### config.mk
export PLATFORM = sky130hd
export DESIGN_NAME = ws2811_transmitter
export DESIGN_NICKNAME = d
export VERILOG_FILES = /design/src/rtl/ws2811_pkg.sv /design/src/rtl/ws2811_bit_encoder.sv /design/src/rtl/ws2811_transmitter.sv
export SDC_FILE = /design/constraint.sdc
export NUM_CORES = 1
export LEC_CHECK = 0
export ABC_CLOCK_PERIOD_IN_PS = 2300
export CORE_ASPECT_RATIO = 1.4
export CORE_UTILIZATION = 24
export CTS_CLUSTER_SIZE = 14
export DETAILED_ROUTE_END_ITERATION = 7
export PLACE_DENSITY = 0.54
export SETUP_SLACK_MARGIN = 0.4
export SYNTH_ARGS = -nofsm -noshare
export SYNTH_HDL_FRONTEND = slang
export SYNTH_HIERARCHICAL = 1
export SYNTH_SLANG_ARGS = --single-unit
### constraint.sdc
create_clock -name clk -period 2.3 [get_ports clk]
set_input_delay 0.575 -clock clk [delete_from_list [all_inputs] [get_ports clk]]
set_output_delay 0.575 -clock clk [all_outputs]
set_load 0.01 [all_outputs]
### src/rtl/ws2811_pkg.sv
// Shared FSM state type and default timing for the WS2811 serial transmitter.
package ws2811_pkg;

  typedef enum logic [1:0] {
    IDLE,
    LOAD,
    SEND,
    LATCH
  } state_t;

  localparam int DEF_NUM_LEDS        = 50;
  localparam int DEF_BIT_CYCLES      = 63;
  localparam int DEF_T0H_CYCLES      = 20;
  localparam int DEF_T1H_CYCLES      = 40;
  localparam int DEF_RESET_CYCLES    = 2750;
  localparam int DEF_PREFETCH_CYCLES = 32;

endpackage

### src/rtl/ws2811_bit_encoder.sv
// Shapes one WS2811 bit: dout high for T0H/T1H cycles, low until BIT_CYCLES; bit_done on the last cycle.
// A start on the bit_done cycle chains the next bit with no gap; no backpressure.
module ws2811_bit_encoder #(
  parameter int BIT_CYCLES = 63,
  parameter int T0H_CYCLES = 20,
  parameter int T1H_CYCLES = 40
) (
  input  logic clk,
  input  logic rst_n,
  input  logic start,
  input  logic bit_val,
  output logic dout,
  output logic bit_done
);

  localparam int W = $clog2(BIT_CYCLES + 1);

  logic         active;
  logic         val;
  logic [W-1:0] cnt;

  assign bit_done = active && (cnt == W'(BIT_CYCLES - 1));
  // Decoded from flops so an async reset drops the line immediately, mid-bit included.
  assign dout     = active && (cnt < (val ? W'(T1H_CYCLES) : W'(T0H_CYCLES)));

  always_ff @(posedge clk or negedge rst_n) begin
    if (!rst_n) begin
      active <= 1'b0;
      val    <= 1'b0;
      cnt    <= '0;
    end else if (start) begin
      active <= 1'b1;
      val    <= bit_val;
      cnt    <= '0;
    end else if (bit_done) begin
      active <= 1'b0;
      cnt    <= '0;
    end else if (active) begin
      cnt    <= cnt + W'(1);
    end
  end

endmodule

### src/rtl/ws2811_transmitter.sv
// WS2811 frame transmitter: prefetch, NUM_LEDS x 24 bits, then a low latch gap. Colour
// order is RGB, or GRB when WS2811_GRB_EN is defined. enable is only looked at in IDLE and at latch exit.
module ws2811_transmitter
  import ws2811_pkg::*;
#(
  parameter int NUM_LEDS        = DEF_NUM_LEDS,
  parameter int BIT_CYCLES      = DEF_BIT_CYCLES,
  parameter int T0H_CYCLES      = DEF_T0H_CYCLES,
  parameter int T1H_CYCLES      = DEF_T1H_CYCLES,
  parameter int RESET_CYCLES    = DEF_RESET_CYCLES,
  parameter int PREFETCH_CYCLES = DEF_PREFETCH_CYCLES
) (
  input  logic       clk,
  input  logic       rst_n,
  input  logic       enable,
  input  logic [7:0] red,
  input  logic [7:0] green,
  input  logic [7:0] blue,
  output logic [7:0] ledindex,
  output logic       dout,
  output logic       busy,
  output logic       frame_done
);

  localparam int MAXC = (RESET_CYCLES > PREFETCH_CYCLES) ? RESET_CYCLES : PREFETCH_CYCLES;
  localparam int CW   = $clog2(MAXC + 1);

  if (!(T0H_CYCLES > 0 && T0H_CYCLES < T1H_CYCLES && T1H_CYCLES < BIT_CYCLES)) begin : g_bad_bit_timing
    $error("ws2811_transmitter: need 0 < T0H_CYCLES < T1H_CYCLES < BIT_CYCLES");
  end
  if (!(24 * BIT_CYCLES >= PREFETCH_CYCLES && PREFETCH_CYCLES >= 1)) begin : g_bad_prefetch
    $error("ws2811_transmitter: need 1 <= PREFETCH_CYCLES <= 24*BIT_CYCLES");
  end
  if (!(NUM_LEDS >= 1 && NUM_LEDS <= 256 && RESET_CYCLES >= 1)) begin : g_bad_frame
    $error("ws2811_transmitter: need 1 <= NUM_LEDS <= 256 and RESET_CYCLES >= 1");
  end

  state_t        state, state_nxt;
  logic [CW-1:0] cnt;
  logic [4:0]    bit_idx;
  logic [7:0]    pix, nxt_pix;
  logic [23:0]   sr, word;
  logic          enc_start, enc_bit, pix_start, bit_done;

`ifdef WS2811_GRB_EN
  assign word = {green, red, blue};
`else
  assign word = {red, green, blue};
`endif

  assign nxt_pix    = (state == LOAD) ? 8'd0 : pix + 8'd1;
  assign busy       = (state != IDLE);
  assign frame_done = (state == LATCH) && (cnt == CW'(RESET_CYCLES - 1));

  always_ff @(posedge clk or negedge rst_n) begin
    if (!rst_n) state <= IDLE;
    else        state <= state_nxt;
  end

  always_comb begin
    state_nxt = state;
    enc_start = 1'b0;
    enc_bit   = sr[23];
    pix_start = 1'b0;
    case (state)
      IDLE:  if (enable) state_nxt = LOAD;
      LOAD: begin
        if (cnt == CW'(PREFETCH_CYCLES - 1)) begin
          state_nxt = SEND;
          enc_start = 1'b1;
          enc_bit   = word[23];
          pix_start = 1'b1;
        end
      end
      SEND: begin
        if (bit_done) begin
          if (bit_idx != 5'd23) begin
            enc_start = 1'b1;
          end else if (pix != 8'(NUM_LEDS - 1)) begin
            enc_start = 1'b1;
            enc_bit   = word[23];
            pix_start = 1'b1;
          end else begin
            state_nxt = LATCH;
          end
        end
      end
      LATCH: if (frame_done) state_nxt = enable ? LOAD : IDLE;
      default: state_nxt = IDLE;
    endcase
  end

  always_ff @(posedge clk or negedge rst_n) begin
    if (!rst_n) begin
      cnt      <= '0;
      bit_idx  <= '0;
      pix      <= '0;
      sr       <= '0;
      ledindex <= '0;
    end else begin
      if (state_nxt != state)                  cnt <= '0;
      else if (state == LOAD || state == LATCH) cnt <= cnt + CW'(1);

      // ledindex runs one pixel ahead so the colour source has a full pixel time to settle.
      if (pix_start) begin
        sr       <= {word[22:0], 1'b0};
        bit_idx  <= '0;
        pix      <= nxt_pix;
        ledindex <= (nxt_pix == 8'(NUM_LEDS - 1)) ? 8'd0 : nxt_pix + 8'd1;
      end else if (enc_start) begin
        sr       <= {sr[22:0], 1'b0};
        bit_idx  <= bit_idx + 5'd1;
      end
    end
  end

  ws2811_bit_encoder #(
    .BIT_CYCLES (BIT_CYCLES),
    .T0H_CYCLES (T0H_CYCLES),
    .T1H_CYCLES (T1H_CYCLES)
  ) u_enc (
    .clk      (clk),
    .rst_n    (rst_n),
    .start    (enc_start),
    .bit_val  (enc_bit),
    .dout     (dout),
    .bit_done (bit_done)
  );

endmodule

==> results of run 1 <==
-- worst max-delay path by stage --
stage	endpoint
global placement	cnt[1]
CTS	frame_done
finish	u_enc/cnt[1]
detailed placement	frame_done
global route	sr[21]
floorplan	u_enc/cnt[1]
-- state kept, by name, indices dropped and copies added, names as in the netlist --
register,count
u_enc/val,1
ledindex,8
sr,23
pix,8
u_enc/active,1
u_enc/cnt,6
state,2
bit_idx,5
cnt,12
-- worst max-delay path, cell delays in order (launching register included) --
cell and delay [ns]:
dfrtp_1 0.37, inv_1 0.06, ha_2 0.16, nand4_1 0.19, buf_4 0.21, buf_6 0.10
buf_6 0.10, buf_6 0.10, buf_6 0.10, buf_6 0.10, buf_6 0.10, buf_6 0.11
o21ai_4 0.15, buf_6 0.14, a211oi_2 0.04
-- cell families (layout without fill, tap and decap cells) --
| group | Yosys count | after routing | synth area share (%) |
|---|---|---|---|
| mux | 4 | 4 | 1.10 |
| compound gates | 71 | 71 | 14.4 |
| xor+xnor | 29 | 29 | 6.96 |
| simple gates | 144 | 145 | 20.1 |
| fa+ha+maj | 17 | 17 | 5.83 |
| flops | 66 | 66 | 45.3 |
| buf+inv | 50 | 173 | 6.31 |
-- through the flow --
step	instance area (um^2)	utilization (%)	setup WS, ns
floorplan	3670	-	0.323
global placement	4410	30.1	0.0607
detailed placement	4410	30.1	0.0447
CTS	5490	37.5	0.155
global route	5680	38.8	0.0269
finish	5680	38.8	0.144
-- where the power goes --
group	switching (mW)	leakage (nW)	total (mW)	internal (mW)
sequential	0	0.870	1.16	1.16
combinational	0.0314	1.59	0.0729	0.0414
clock	0.497	0.138	1.27	0.776
-- cell type report --
cell class / instances / area [um^2]
clock inverters: 3 / 15.0
inverters: 31 / 124
repair buffers: 127 / 1270
clock buffers: 12 / 256
multi-input cells: 266 / 2130
well taps: 189 / 236
fillers: 1427 / 8950
flip-flops and latches: 66 / 1650
-- repair_timing --
item,CTS,global route
pin swaps,54,23
endpoints found under the setup margin,66,67
gates resized for setup,108,47
gates cloned,9,0
setup buffers,41,9
-- cells in the final DEF, fill, tap and decap left out, drive strengths merged, types with 13 or more instances in the layout --
| cell | instances |
|---|---|
| clkdlybuf4s50 | 33 |
| a222oi | 19 |
| o21ai | 25 |
| buf | 92 |
| xor2 | 19 |
| nor2 | 32 |
| inv | 31 |
| dfrtp | 66 |
| clkbuf | 13 |
| nand2 | 51 |
| nand4 | 16 |
| ha | 17 |
-- routing by layer --
layer | wire [um] | global-route usage [%] | up-vias
met1 | 3990 | 14.7 | 1639
met2 | 5260 | 23.8 | 71
met3 | 336 | 2.87 | 22
li1 | - | - | 1590
met5 | 0 | 0 | -
met4 | 268 | 5.97 | 0
==> results.md, run 1 <==
- GP Congestion: 0.862
- Grt total ovfl: 0
- EDFF count, synth: 0
- Slew HR: 74.6%
- Routed Antenna Nets: 0
- RSZ-0062 raised after global routing: true
- DRT Pass-1 Iters: 6
- Antenna violations before repair: 0
- Hold-fix buffers, CTS: 0
- WHS: 0.244 ns
- Routed WL: 9850 um
- Die height: 148 um
- Diodes inserted: 0
- Share of post-route cells with drive strength above 1: 38.0%
- Count of state elements after synthesis: 66
- Fmax achieved: 464 MHz
- Most common cell in the netlist: dfrtp_1
- MaxCap Viol Count: 0
- FF-to-FF setup slack: 0.14 ns
- Num CTS Buffers: 9
- Clock sink total: 66
- Seq/Total Area, Yosys: 45.3%
- Critical R2R Capture: u_enc/cnt[1]
- Cell count of the worst reg-to-reg path: 14
- Initial Util: 24.9%
- # IOs: 38
- Synth-to-layout area growth: 55.8%
- CP startpoint kind: flip-flop
- Clock network latency to the later pin of the worst-skew pair: 0.33 ns
- First-pass GRT wire length: 16,300 um
- Final setup TNS: 0 ns
- Commonest cells in the netlist: 66 x dfrtp_1, 51 x nand2_1, 32 x nor2_1
- Die footprint: 15,700 um^2
- Syn Area/Cell: 9.57 um^2
- DR vias/cell: 4.79
- Post-route clock period utilization: 93.7%
- Synth unique cells: 48
- Primary FF master, synth: dfrtp_1
- Crit Path Category: flip-flop to flip-flop
- Area of the core: 14,600 um^2
- Synth Net Count: 425
- Fraction of registers with async set/reset: 100%
- Min Clock Period, post-route: 2.16 ns
- YS warnings: 6
- Largest net degree at the start of global routing: 67
- Area leader, netlist: dfrtp_1
- Via Count: 3,322
- Max Slew Vio Count: 0
- Cells after synthesis: 381
- Worst Setup SP: u_enc/cnt[0]
- Vias in the first global route: 3,436
- Total power: 2.51 mW
- Arrival @ worst endpoint: 2.37 ns
- IO buf count: 37
- Crit. End Element: flip-flop
- Pleak: 2.60 nW
- Clk root buf: clkbuf_16
- Drt drc: 0
- Peak supply drop: 0.351 mV
- Clock Skew: 0.00638 ns
- Yosys top cell area share: 45.3%
- Post-DP HPWL: 5880 um
- R2R Path Start: u_enc/cnt[0]
- Routed length per placed instance: 14.2 um
- Max clock buf depth: 2
- Die width: 106 um
- Worst-path clk slew: 0.05 ns
- Required time of the critical path: 2.51 ns
- CTS H-tree lvls: 3
- Non-Filler Instances: 694
- Final Hold Viols: 0
- DR iter-0 viols: 182
- CP Max Fanout: 3
- Clock tree from TritonCTS: built
- Placed cell count: 620
- Slew @ Worst Pin: 0.382 ns
- Power per cell area: 441 nW/um^2
- Setup Viol. Count Final: 0
- Hold Path Class: input pin to asynchronous set/reset pin
- Final net count: 545
- Status: completed
- Cell Rows: 52
- Largest cells by area after synthesis: dfrtp_1 45%, ha_1 5.8%, nand2_1 5.2%, a222oi_1 5.2%, xor2_1 4.6%
- Netlist Area Pre-Place: 3650 um^2
- GRT Util Overall: 13.2%
(Power assumes the default switching activity.)
==> run 2: changes to the inputs <==
ABC_AREA = 1   (was default)
==> results.md, run 2 <==
- Primary FF master, synth: dfrtp_1 (unchanged)
- Antenna violations before repair: 0 (unchanged)
- Synth Net Count: 519 (was 425)
- Drt drc: 0 (unchanged)
- Final net count: 602 (was 545)
- Area of the core: 15,200 um^2 (was 14,600 um^2)
- # IOs: 38 (unchanged)
- Diodes inserted: 0 (unchanged)
- Switching power: 0.584 mW (was 0.528 mW)
- Worst Setup SP: u_enc/val (was u_enc/cnt[0])
- GP Congestion: 0.804 (was 0.862)
- R2R Path Start: cnt[1] (was u_enc/cnt[0])
- Routed length per placed instance: 13.2 um (was 14.2 um)
- DRT Pass-1 Iters: 4 (was 6)
- Grt total ovfl: 0 (unchanged)
- Non-Filler Instances: 755 (was 694)
- Die width: 108 um (was 106 um)
- Final Util: 38.7% (was 38.8%)
- Synth Area in Simple Gates: 33.0% (was 20.1%)
- IO buf count: 37 (unchanged)
- Total power: 2.96 mW (was 2.51 mW)
- Peak supply drop: 0.324 mV (was 0.351 mV)
- Routed WL: 10000 um (was 9850 um)
- Max clock buf depth: 2 (unchanged)
- Area leader, netlist: dfrtp_1 (unchanged)
- Yosys top cell area share: 43.8% (was 45.3%)
- Placed cell count: 704 (was 620)
- Largest regs: sr: 23 flops, cnt: 12 flops (unchanged)
- Final setup TNS: 0 ns (unchanged)
- Routed Antenna Nets: 0 (unchanged)
- Cell Rows: 53 (was 52)
- Final Hold Viols: 0 (unchanged)
- Status: completed (unchanged)
- Largest Register: sr (unchanged)
- CTS H-tree lvls: 3 (unchanged)
- Commonest cells in the netlist: 145 x nand2_1, 66 x dfrtp_1, 45 x nand3_1 (was 66 x dfrtp_1, 51 x nand2_1, 32 x nor2_1)
- Largest family of logic cells by synthesized area: simple AND/OR/NAND/NOR gates (unchanged)
- Clock sink total: 66 (unchanged)
- Arrival @ worst endpoint: 1.49 ns (was 2.37 ns)
- Cells after synthesis: 475 (was 381)
- Slew @ Worst Pin: 0.390 ns (was 0.382 ns)
- DP Area: 4420 um^2 (was 4410 um^2)
- Sw Share: 19.7% (was 21.1%)
- GRT Util Overall: 12.6% (was 13.2%)
- Netlist Area Pre-Place: 3770 um^2 (was 3650 um^2)
- Count of state elements after synthesis: 66 (unchanged)
- Post-synthesis adder-cell area fraction: 5.64% (was 5.83%)
- Fraction of registers with async set/reset: 100% (unchanged)
- Power per cell area: 503 nW/um^2 (was 441 nW/um^2)
- Hold Path Class: input pin to asynchronous set/reset pin (unchanged)
- Clock tree from TritonCTS: built (unchanged)
- Die height: 150 um (was 148 um)
- Leading cell type in the layout, fill and taps excluded: nand2_1 (was dfrtp_1)
- Largest cells by area after synthesis: dfrtp_1 44%, nand2_1 14%, nand3_1 6.0%, ha_1 5.6%, inv_1 4.4% (was dfrtp_1 45%, ha_1 5.8%, nand2_1 5.2%, a222oi_1 5.2%, xor2_1 4.6%)
- Seq/Total Area, Yosys: 43.8% (was 45.3%)
- Fmax achieved: 485 MHz (was 464 MHz)
- Most common cell in the netlist: nand2_1 (was dfrtp_1)
- CP Max Fanout: 3 (unchanged)
- Commonest cells after routing, fill and taps aside: 114 x nand2_1, 63 x dfrtp_1, 35 x inv_1, 33 x clkdlybuf4s50_1, 26 x nand3_2 (was 65 x dfrtp_1, 52 x buf_4, 37 x nand2_1, 33 x clkdlybuf4s50_1, 28 x buf_6)
- Syn Area/Cell: 7.94 um^2 (was 9.57 um^2)
- EDFF count, synth: 0 (unchanged)
- Area of the multi-input gates: 2460 um^2 (was 2130 um^2)
- Post-layout instance area: 5880 um^2 (was 5680 um^2)
- Synth-to-layout area growth: 55.9% (was 55.8%)
- CP startpoint kind: flip-flop (unchanged)
- DR vias/cell: 4.63 (was 4.79)
- Crit Path Category: flip-flop to output port (was flip-flop to flip-flop)
- Xor and xnor area share after synthesis: 3.95% (was 6.96%)
- Max reg flops: 23 (unchanged)
- YS warnings: 6 (unchanged)
- Clock network power share: 58.1% (was 50.8%)
- FF/Latch Area: 1660 um^2 (was 1650 um^2)
- Min Clock Period, post-route: 2.06 ns (was 2.16 ns)
- Share of post-route cells with drive strength above 1: 36.2% (was 38.0%)
- Die footprint: 16,200 um^2 (was 15,700 um^2)
- Post-route clock period utilization: 89.6% (was 93.7%)
- Synth unique cells: 30 (was 48)
- Vias in the first global route: 3,561 (was 3,436)
- Largest net degree at the start of global routing: 67 (unchanged)
- Worst-path clk slew: 0.06 ns (was 0.05 ns)
- Crit. End Element: output port (was flip-flop)
- Clk root buf: clkbuf_16 (unchanged)
- Clock network latency to the later pin of the worst-skew pair: 0.34 ns (was 0.33 ns)
- Logic pwr share: 2.7% (was 2.9%)
- Sequential share of power: 39.2% (was 46.3%)
- DR iter-0 viols: 126 (was 182)
- Power Internal: 2.38 mW (was 1.98 mW)
- Pleak: 2.59 nW (was 2.60 nW)
- Post-synthesis compound-gate area fraction: 6.50% (was 14.4%)
- First-pass GRT wire length: 16,200 um (was 16,300 um)
- Multiplexer share of the synthesized area: 0% (was 1.10%)
- RSZ-0062 raised after global routing: true (unchanged)
- Clock Skew: 0.00808 ns (was 0.00638 ns)
- Max Slew Vio Count: 0 (unchanged)
- Setup Viol. Count Final: 0 (unchanged)
- Via Count: 3,494 (was 3,322)
- Required time of the critical path: 1.73 ns (was 2.51 ns)
- Num CTS Buffers: 9 (unchanged)
- # fillers: 1,449 (was 1,427)
- MaxCap Viol Count: 0 (unchanged)
- Post-DP HPWL: 6120 um (was 5880 um)
- Hold-fix buffers, CTS: 0 (unchanged)
- Initial Util: 24.8% (was 24.9%)
- Slew HR: 74.0% (was 74.6%)
## run 2: cell types whose count changed after synthesis, moves of 6 or more
cell,before,now
a222oi_1,19,0
clkbuf_1,6,0
inv_1,31,44
nand2_1,51,145
nand2_2,0,7
nand3_1,10,45
nor2_2,0,8
nor3_2,0,12
xor2_1,19,11
## run 2: final cells by class
type / instances / share of cell area, %
Multi-Input combinational cell: 349 / 41.9
Clock buffer: 10 / 3.89
Timing Repair Buffer: 85 / 16.4
Sequential cell: 66 / 28.1
Clock inverter: 6 / 2.34
Inverter: 47 / 3.30
Tap cell: 192 / 4.08
## run 2: path summary, 6_finish.rpt
kind | end | slack, ns | depth (start not counted)
min in group clk | ledindex[2] | 0.49 | 2
hold / removal | cnt[4] | 0.22 | 2
max in group asynchronous | u_enc/cnt[1] | 1.71 | 2
setup reg to reg | ledindex[6] | 0.40 | 13
hold reg to reg | ledindex[2] | 0.49 | 2
setup / recovery | dout | 0.24 | 8
## run 2: cells by family (layout without fill, tap and decap cells)
group | count (synthesis) | count (layout)
xor+xnor | 17 | 17
buf+inv | 60 | 148
simple gates | 273 | 273
fa+ha+maj | 17 | 17
compound gates | 42 | 42
flops | 66 | 66
## run 2: what timing repair did
action                                  CTS  global route
pin swaps                                12            25
endpoints found under the setup margin   66            67
cloned                                    3             2
resized for setup                        53           144
setup buffers                            21             9
## run 2: per-stage QoR
stage	setup slack (ns)	hold slack, ns
2_1_floorplan	0.460	0.279
3_3_place_gp	0.186	0.473
3_5_place_dp	0.122	0.482
4_1_cts	0.235	0.271
5_1_grt	0.123	0.296
6_report	0.239	0.219
## run 2: critical path, cell delays in order (launching register included)
cell     delay, ns
dfrtp_1       0.41
inv_2         0.12
ha_4          0.21
o21ai_2       0.05
nand2_1       0.06
nand2_1       0.05
nand2_1       0.04
nor2_1        0.07
buf_2         0.13
## run 2: routing by layer
metal / global-route usage, % / vias up / share of wire [%]
met5: 0 / - / 0
met4: 6.16 / 0 / 2.2
met3: 2.12 / 19 / 2.8
met2: 22.5 / 57 / 55
met1: 14.3 / 1715 / 40
li1: - / 1703 / -
## run 2: power by group through the flow
stage / registers (mW) / clock network, mW / logic (mW)
3_3_place_gp: 1.18 / 0 / 0.0738
2_1_floorplan: 1.18 / 0 / 0.000354
3_5_place_dp: 1.18 / 0 / 0.0738
4_1_cts: 1.16 / 1.74 / 0.0740
5_1_grt: 1.16 / 1.79 / 0.0880
6_report: 1.16 / 1.72 / 0.0794
